==> src/rtl/shift_out_scheduler_pkg.sv <==
`default_nettype none
// ============================================================================
// Module   : shift_out_scheduler_pkg
// Brief    : Shared state encoding and default timing constants for the
//            7-segment shift-out scheduler.
// Revision : 1.0 - initial release
// ============================================================================
package shift_out_scheduler_pkg;

  // Scheduler FSM states
  typedef enum logic [2:0] {
    ST_IDLE    = 3'd0,
    ST_SETTLE  = 3'd1,
    ST_WAIT_HI = 3'd2,
    ST_WAIT_LO = 3'd3,
    ST_GAP     = 3'd4
  } sched_state_t;

  // Default timing constants
  localparam int DEF_SETTLE_CYCLES = 4;
  localparam int DEF_BUSY_TIMEOUT  = 64;
  localparam int DEF_MIN_GAP       = 16;
  localparam int DEF_OVR_W         = 8;

  // Largest of three timer reload values, used to size the shared timer
  function automatic int max3(input int a, input int b, input int c);
    int m;
    m = (a > b) ? a : b;
    return (m > c) ? m : c;
  endfunction

endpackage
`default_nettype wire

==> src/rtl/shift_out_scheduler_timer.sv <==
`default_nettype none
// ============================================================================
// Module   : cycle_timer
// Brief    : Loadable down-counter. o_done is high during the last counted
//            cycle (count of 1) so a state lasts exactly the loaded length.
//            Stops at zero, never wraps.
// Revision : 1.0 - initial release
// ============================================================================
module cycle_timer #(
  parameter int W = 7
) (
  input  logic         i_clk,
  input  logic         i_reset_n,
  input  logic         i_load,
  input  logic [W-1:0] i_load_val,
  input  logic         i_en,
  output logic         o_done
);

  logic [W-1:0] cnt_q;
  logic [W-1:0] cnt_d;

  // Reload has priority; otherwise count down while enabled, holding at zero
  always_comb begin
    cnt_d = cnt_q;
    if (i_load) begin
      cnt_d = i_load_val;
    end else if (i_en && (cnt_q != '0)) begin
      cnt_d = cnt_q - 1'b1;
    end
  end

  // Counter register
  always_ff @(posedge i_clk) begin
    if (!i_reset_n) begin
      cnt_q <= '0;
    end else begin
      cnt_q <= cnt_d;
    end
  end

  assign o_done = i_en && (cnt_q <= W'(1));

endmodule
`default_nettype wire

==> src/rtl/shift_out_scheduler.sv <==
`default_nettype none
// ============================================================================
// Module   : shift_out_scheduler
// Brief    : Shares the serial 7-segment shifter between update, blink and
//            refresh requesters. Coalesces pending requests, waits a settle
//            delay, handshakes on shifter busy with timeouts, then enforces
//            an idle gap before the next transfer.
// Revision : 1.0 - initial release
// ============================================================================
module shift_out_scheduler
  import shift_out_scheduler_pkg::*;
#(
  parameter int SETTLE_CYCLES = DEF_SETTLE_CYCLES,
  parameter int BUSY_TIMEOUT  = DEF_BUSY_TIMEOUT,
  parameter int MIN_GAP       = DEF_MIN_GAP,
  parameter int OVR_W         = DEF_OVR_W
) (
  input  logic             i_clk,
  input  logic             i_reset_n,
  input  logic             i_en,
  input  logic             i_update_stb,
  input  logic             i_blink_stb,
  input  logic             i_refresh_stb,
  input  logic             i_busy,
  output logic             o_start_stb,
  output logic             o_colon,
  output logic             o_active,
  output logic             o_timeout,
  output logic [OVR_W-1:0] o_overrun
);

  localparam int TMR_W = $clog2(max3(SETTLE_CYCLES, BUSY_TIMEOUT, MIN_GAP)) + 1;
  localparam logic [OVR_W-1:0] C_OVR_MAX = {OVR_W{1'b1}};

  sched_state_t     state_q, state_d;
  logic             upd_q, upd_d, blk_q, blk_d, ref_q, ref_d;
  logic             start_q, start_d;
  logic             colon_q, colon_d;
  logic             active_q, active_d;
  logic             timeout_q, timeout_d;
  logic [OVR_W-1:0] ovr_q, ovr_d;

  logic             w_any_req;
  logic             w_accept;
  logic [1:0]       w_ovr_inc;
  logic [OVR_W+1:0] w_ovr_sum;
  logic             w_tmr_load;
  logic [TMR_W-1:0] w_tmr_val;
  logic             w_tmr_en;
  logic             w_tmr_done;

  // A request may be accepted in the very cycle its strobe arrives
  assign w_any_req = upd_q | blk_q | ref_q | i_update_stb | i_blink_stb | i_refresh_stb;
  assign w_accept  = (state_q == ST_IDLE) && i_en && w_any_req;

  // Pending flags, colon toggle and saturating overrun count
  always_comb begin
    upd_d     = w_accept ? 1'b0 : (upd_q | i_update_stb);
    blk_d     = w_accept ? 1'b0 : (blk_q | i_blink_stb);
    ref_d     = w_accept ? 1'b0 : (ref_q | i_refresh_stb);
    colon_d   = colon_q ^ i_blink_stb;
    w_ovr_inc = {1'b0, i_update_stb & upd_q} + {1'b0, i_blink_stb & blk_q}
              + {1'b0, i_refresh_stb & ref_q};
    w_ovr_sum = {2'b00, ovr_q} + {{OVR_W{1'b0}}, w_ovr_inc};
    ovr_d     = (w_ovr_sum > {2'b00, C_OVR_MAX}) ? C_OVR_MAX : w_ovr_sum[OVR_W-1:0];
  end

  // Next state, start pulse, sticky timeout and timer reload selection
  always_comb begin
    state_d   = state_q;
    start_d   = 1'b0;
    timeout_d = timeout_q;
    case (state_q)
      ST_IDLE: begin
        if (w_accept) state_d = ST_SETTLE;
      end
      ST_SETTLE: begin
        if (w_tmr_done) begin
          state_d = ST_WAIT_HI;
          start_d = 1'b1;
        end
      end
      ST_WAIT_HI: begin
        if (i_busy) begin
          state_d = ST_WAIT_LO;
        end else if (w_tmr_done) begin
          timeout_d = 1'b1;
          state_d   = (MIN_GAP == 0) ? ST_IDLE : ST_GAP;
        end
      end
      ST_WAIT_LO: begin
        if (!i_busy) begin
          state_d = (MIN_GAP == 0) ? ST_IDLE : ST_GAP;
        end else if (w_tmr_done) begin
          timeout_d = 1'b1;
          state_d   = (MIN_GAP == 0) ? ST_IDLE : ST_GAP;
        end
      end
      ST_GAP: begin
        if (w_tmr_done) state_d = ST_IDLE;
      end
      default: state_d = ST_IDLE;
    endcase

    active_d = (state_d == ST_SETTLE) || (state_d == ST_WAIT_HI) || (state_d == ST_WAIT_LO);

    // The single timer is reloaded on every state entry with that state's length
    w_tmr_load = (state_d != state_q);
    w_tmr_en   = (state_q != ST_IDLE);
    case (state_d)
      ST_SETTLE:  w_tmr_val = TMR_W'(SETTLE_CYCLES);
      ST_WAIT_HI: w_tmr_val = TMR_W'(BUSY_TIMEOUT);
      ST_WAIT_LO: w_tmr_val = TMR_W'(BUSY_TIMEOUT);
      ST_GAP:     w_tmr_val = TMR_W'(MIN_GAP);
      default:    w_tmr_val = '0;
    endcase
  end

  // State and output registers
  always_ff @(posedge i_clk) begin
    if (!i_reset_n) begin
      state_q   <= ST_IDLE;
      upd_q     <= 1'b0;
      blk_q     <= 1'b0;
      ref_q     <= 1'b0;
      start_q   <= 1'b0;
      colon_q   <= 1'b0;
      active_q  <= 1'b0;
      timeout_q <= 1'b0;
      ovr_q     <= '0;
    end else begin
      state_q   <= state_d;
      upd_q     <= upd_d;
      blk_q     <= blk_d;
      ref_q     <= ref_d;
      start_q   <= start_d;
      colon_q   <= colon_d;
      active_q  <= active_d;
      timeout_q <= timeout_d;
      ovr_q     <= ovr_d;
    end
  end

  cycle_timer #(
    .W (TMR_W)
  ) u_timer (
    .i_clk      (i_clk),
    .i_reset_n  (i_reset_n),
    .i_load     (w_tmr_load),
    .i_load_val (w_tmr_val),
    .i_en       (w_tmr_en),
    .o_done     (w_tmr_done)
  );

  assign o_start_stb = start_q;
  assign o_colon     = colon_q;
  assign o_active    = active_q;
  assign o_timeout   = timeout_q;
  assign o_overrun   = ovr_q;

endmodule
`default_nettype wire

==> config.mk <==
export PLATFORM = sky130hd
export DESIGN_NAME = shift_out_scheduler
export DESIGN_NICKNAME = d
export VERILOG_FILES = /design/src/rtl/shift_out_scheduler_pkg.sv /design/src/rtl/shift_out_scheduler_timer.sv /design/src/rtl/shift_out_scheduler.sv
export SDC_FILE = /design/constraint.sdc
export NUM_CORES = 1
export LEC_CHECK = 0
export CELL_PAD_IN_SITES_DETAIL_PLACEMENT = 1
export CELL_PAD_IN_SITES_GLOBAL_PLACEMENT = 1
export CORE_MARGIN = 2
export CORE_UTILIZATION = 42
export CTS_CLUSTER_SIZE = 24
export DETAILED_ROUTE_END_ITERATION = 10
export GPL_ROUTABILITY_DRIVEN = 0
export HOLD_SLACK_MARGIN = 0.06
export PLACE_DENSITY = 0.87
export SLEW_MARGIN = 20
export SYNTH_ARGS = -nofsm -noshare
export SYNTH_HDL_FRONTEND = slang
export SYNTH_SLANG_ARGS = --single-unit
export TNS_END_PERCENT = 10
==> constraint.sdc <==
create_clock -name i_clk -period 7 [get_ports i_clk]
set_input_delay 1.4 -clock i_clk [delete_from_list [all_inputs] [get_ports i_clk]]
set_output_delay 1.4 -clock i_clk [all_outputs]
set_load 0.01 [all_outputs]
==> results by group <==
Min path
  • Hold Crit Class: flip-flop to flip-flop
  • Hold path cells: 2
  • Hold_sp: o_timeout
  • Hold EP: o_timeout

Clocking
  • Setup Buffers After CTS: 0
  • Register clock-pin slew on the reported worst setup and hold paths: 130 ps
  • CTS H-tree lvls: 1
  • CTS tree: built
  • Clock sinks: 25
  • Longest Clk Path Bufs: 2
  • Worst-skew pair later-pin latency: 310 ps
  • Hold-fix buffers, CTS: 0
  • Post_cts resized: 0
  • Root Driver: clkbuf_4
  • Total CTS buffers: 3

Finish
  • Most common cell after layout, fill and taps aside: dfxtp_1
  • Fillers: 338
  • Share of layout cells above drive strength 1: 4.91%
  • Final nets: 178
  • # diodes: 0
  • Most frequent cells in the layout: dfxtp_1 (25), nor2_1 (22), clkdlybuf4s50_1 (18), inv_1 (12), a21oi_1 (9)
  • Area growth syn-to-layout: 18.3%

Setup path
  • Critical path arrival: 3720 ps
  • Worst path required time: 7220 ps
  • Setup slack, reg-to-reg: 4700 ps
  • CP startpoint kind: input pin
  • Crit Path Class: input pin to flip-flop
  • CP Capture Type: flip-flop
  • R2R cell count: 8
  • Reg2reg start: upd_q
  • Worst r2r dst: o_overrun[6]
  • Worst-path fanout max: 5

Die
  • Chip height: 58.7 um
  • Starting Density: 44.9%
  • I/O pin cnt: 19
  • Rows: 19
  • CORE AREA: 2810 um^2
  • Die ar.: 3450 um^2
  • DIE WIDTH: 58.7 um

Yosys
  • Synthesized net count: 157
  • Mapped cell area: 1260 um^2
  • FF+latch count, synth: 25
  • Syn_area_per_cell: 8.80 um^2
  • Asr flop ratio synth: 0%
  • Ys Warns: 0
  • Biggest area consumer among synthesized cells: dfxtp_1
  • Post-synth cell types: 38
  • Main flop type after synthesis: dfxtp_1
  • Top cells by area, synth: dfxtp_1 (40%), nor2_1 (6.6%), ha_1 (5.0%)
  • Synth top area share: 39.8%
  • EDFF count, synth: 0
  • Sequential element share of the synthesized area: 39.8%
  • Post-Syn Instances: 143

Run
  • Max cap viols: 0

Route
  • Drt wl/cell: 14.3 um
  • Pre-antenna DRT Iters: 7
  • Routed vias/inst: 5.54
  • Via Count: 1075
  • Drt total wl: 2.78 mm
  • DR iter-0 viols: 23
  • Final ANT Viol Nets: 0
  • Drc violations: 2

Pwr
  • Clk pwr share: 10.8%
  • Pleak: 0.000562 uW
  • Cell Int Power: 343 uW
  • Peak VDD IR: 0.151 mV
  • Comb power frac: 51.6%
  • Switching share of total power: 41.4%
  • Net Sw Power: 242 uW
  • Sequential Power Share: 37.6%
  • PwrDens: 393 nW/um^2

STA
  • Final Hold Violating Endpoints: 0
  • Setup_tns: 0 ps
  • Final period util: 50.0%
  • Final worst path period need: 3500 ps
  • RSZ-0062 raised after global routing: false
  • Slew HR: 62.3%
  • Final Skew: 3.31 ps
  • Tightest Pin Transition: 561 ps
  • F_max: 0.286 GHz
  • Fin Hold WS: 485 ps
  • Number of setup violations in the final report: 0
  • Max-slew violation count: 0

Global routing
  • First-pass GRT wire length: 4.94 mm
  • Largest net degree at the start of global routing: 14
  • Total grt overflow: 0
  • Vias in the first global route: 1150
  • All-Layer GR Usage: 18.2%
  • Initial antenna violation count: 0

Place
  • DPL Wire Length: 2.17 mm
  • Buffers on Ports: 18

Outcome
  • Violated checks: DRC
  • Status: complete, but fails checks
[worst max-delay path, stage by stage]
cell,delay [ps]
clkdlybuf4s50_1,410
and2_1,180
fa_1,520
ha_1,170
inv_1,50
fa_1,430
nor3b_1,300
nand3_1,110
o211a_1,130
[how the worst max path moves through the flow]
stage,start,endpoint,slack [ps],cells after the start
2_1_floorplan,i_update_stb,o_overrun[6],3750,8
3_3_place_gp,i_update_stb,o_overrun[6],3260,9
3_5_place_dp,i_update_stb,o_overrun[6],3140,9
6_report,i_update_stb,o_overrun[6],3500,9
5_1_grt,i_update_stb,o_overrun[6],3360,9
4_1_cts,i_update_stb,o_overrun[6],3490,9
[power by group through the flow]
stage / Combinational, uW / Clock (uW) / Sequential (uW)
after detailed placement: 300 / 0 / 222
after CTS: 303 / 65.6 / 219
after global placement: 288 / 0 / 220
after global routing: 337 / 71.4 / 228
after floorplan: 231 / 0 / 213
final: 302 / 63.5 / 220
[state kept, by name, summed over array words and instances (netlist names)]
signal,cells
ref_q,1
o_overrun,8
o_active,1
state_q,3
upd_q,1
o_start_stb,1
u_timer.cnt_q,7
o_timeout,1
o_colon,1
blk_q,1
[metrics by stage]
stage / power (uW) / area, um^2 / utilization (%) / instances / setup WS (ps)
2_1_floorplan: 444 / 1260 / - / 143 / 3750
3_3_place_gp: 507 / 1460 / 52.1 / 190 / 3260
3_5_place_dp: 522 / 1460 / 52.1 / 190 / 3140
4_1_cts: 588 / 1490 / 53.1 / 194 / 3490
5_1_grt: 636 / 1490 / 53.1 / 194 / 3360
6_report: 585 / 1490 / 53.1 / 194 / 3500
[final cells by class]
cell class | instances | area [um^2] | share of cell area (%)
multi-input cells | 104 | 698 | 46.9
clock buffers | 4 | 26.3 | 1.76
repair buffers | 18 | 180 | 12.1
flip-flops and latches | 25 | 500 | 33.6
inverters | 12 | 45.0 | 3.03
well taps | 31 | 38.8 | 2.61
[layer usage]
layer  routed length [um]  global-route usage, %  share of wire, %  vias up
met4                   23                   6.82              0.83        0
met1                 1370                   23.4                49      523
met5                    0                      0                 0        -
li1                     -                      -                 -      539
met3                   59                   3.52               2.1        2
met2                 1330                   30.3                48       11
[Yosys cell counts, types with 2 or more instances]
cell	number
nor3_1	4
and2_1	4
a211oi_1	5
fa_1	2
dfxtp_1	25
o21a_1	3
nand2_1	4
nor2_1	22
a21oi_1	9
nand2b_1	3
nor2b_1	4
ha_1	5
nor3b_1	2
inv_1	12
xnor2_1	6
a31oi_1	3
xor2_1	3
o31ai_1	2
nand3_1	5
nor4_1	2
[cell families after synthesis]
logic type	after synthesis	share of synthesized area, %
simple gates	56	23.1
compound gates	31	17.2
flops	25	39.8
buf+inv	14	4.77
xor+xnor	9	6.26
fa+ha+maj	7	8.15
mux	1	0.795
No activity file was read; power rests on OpenSTA's default activity.
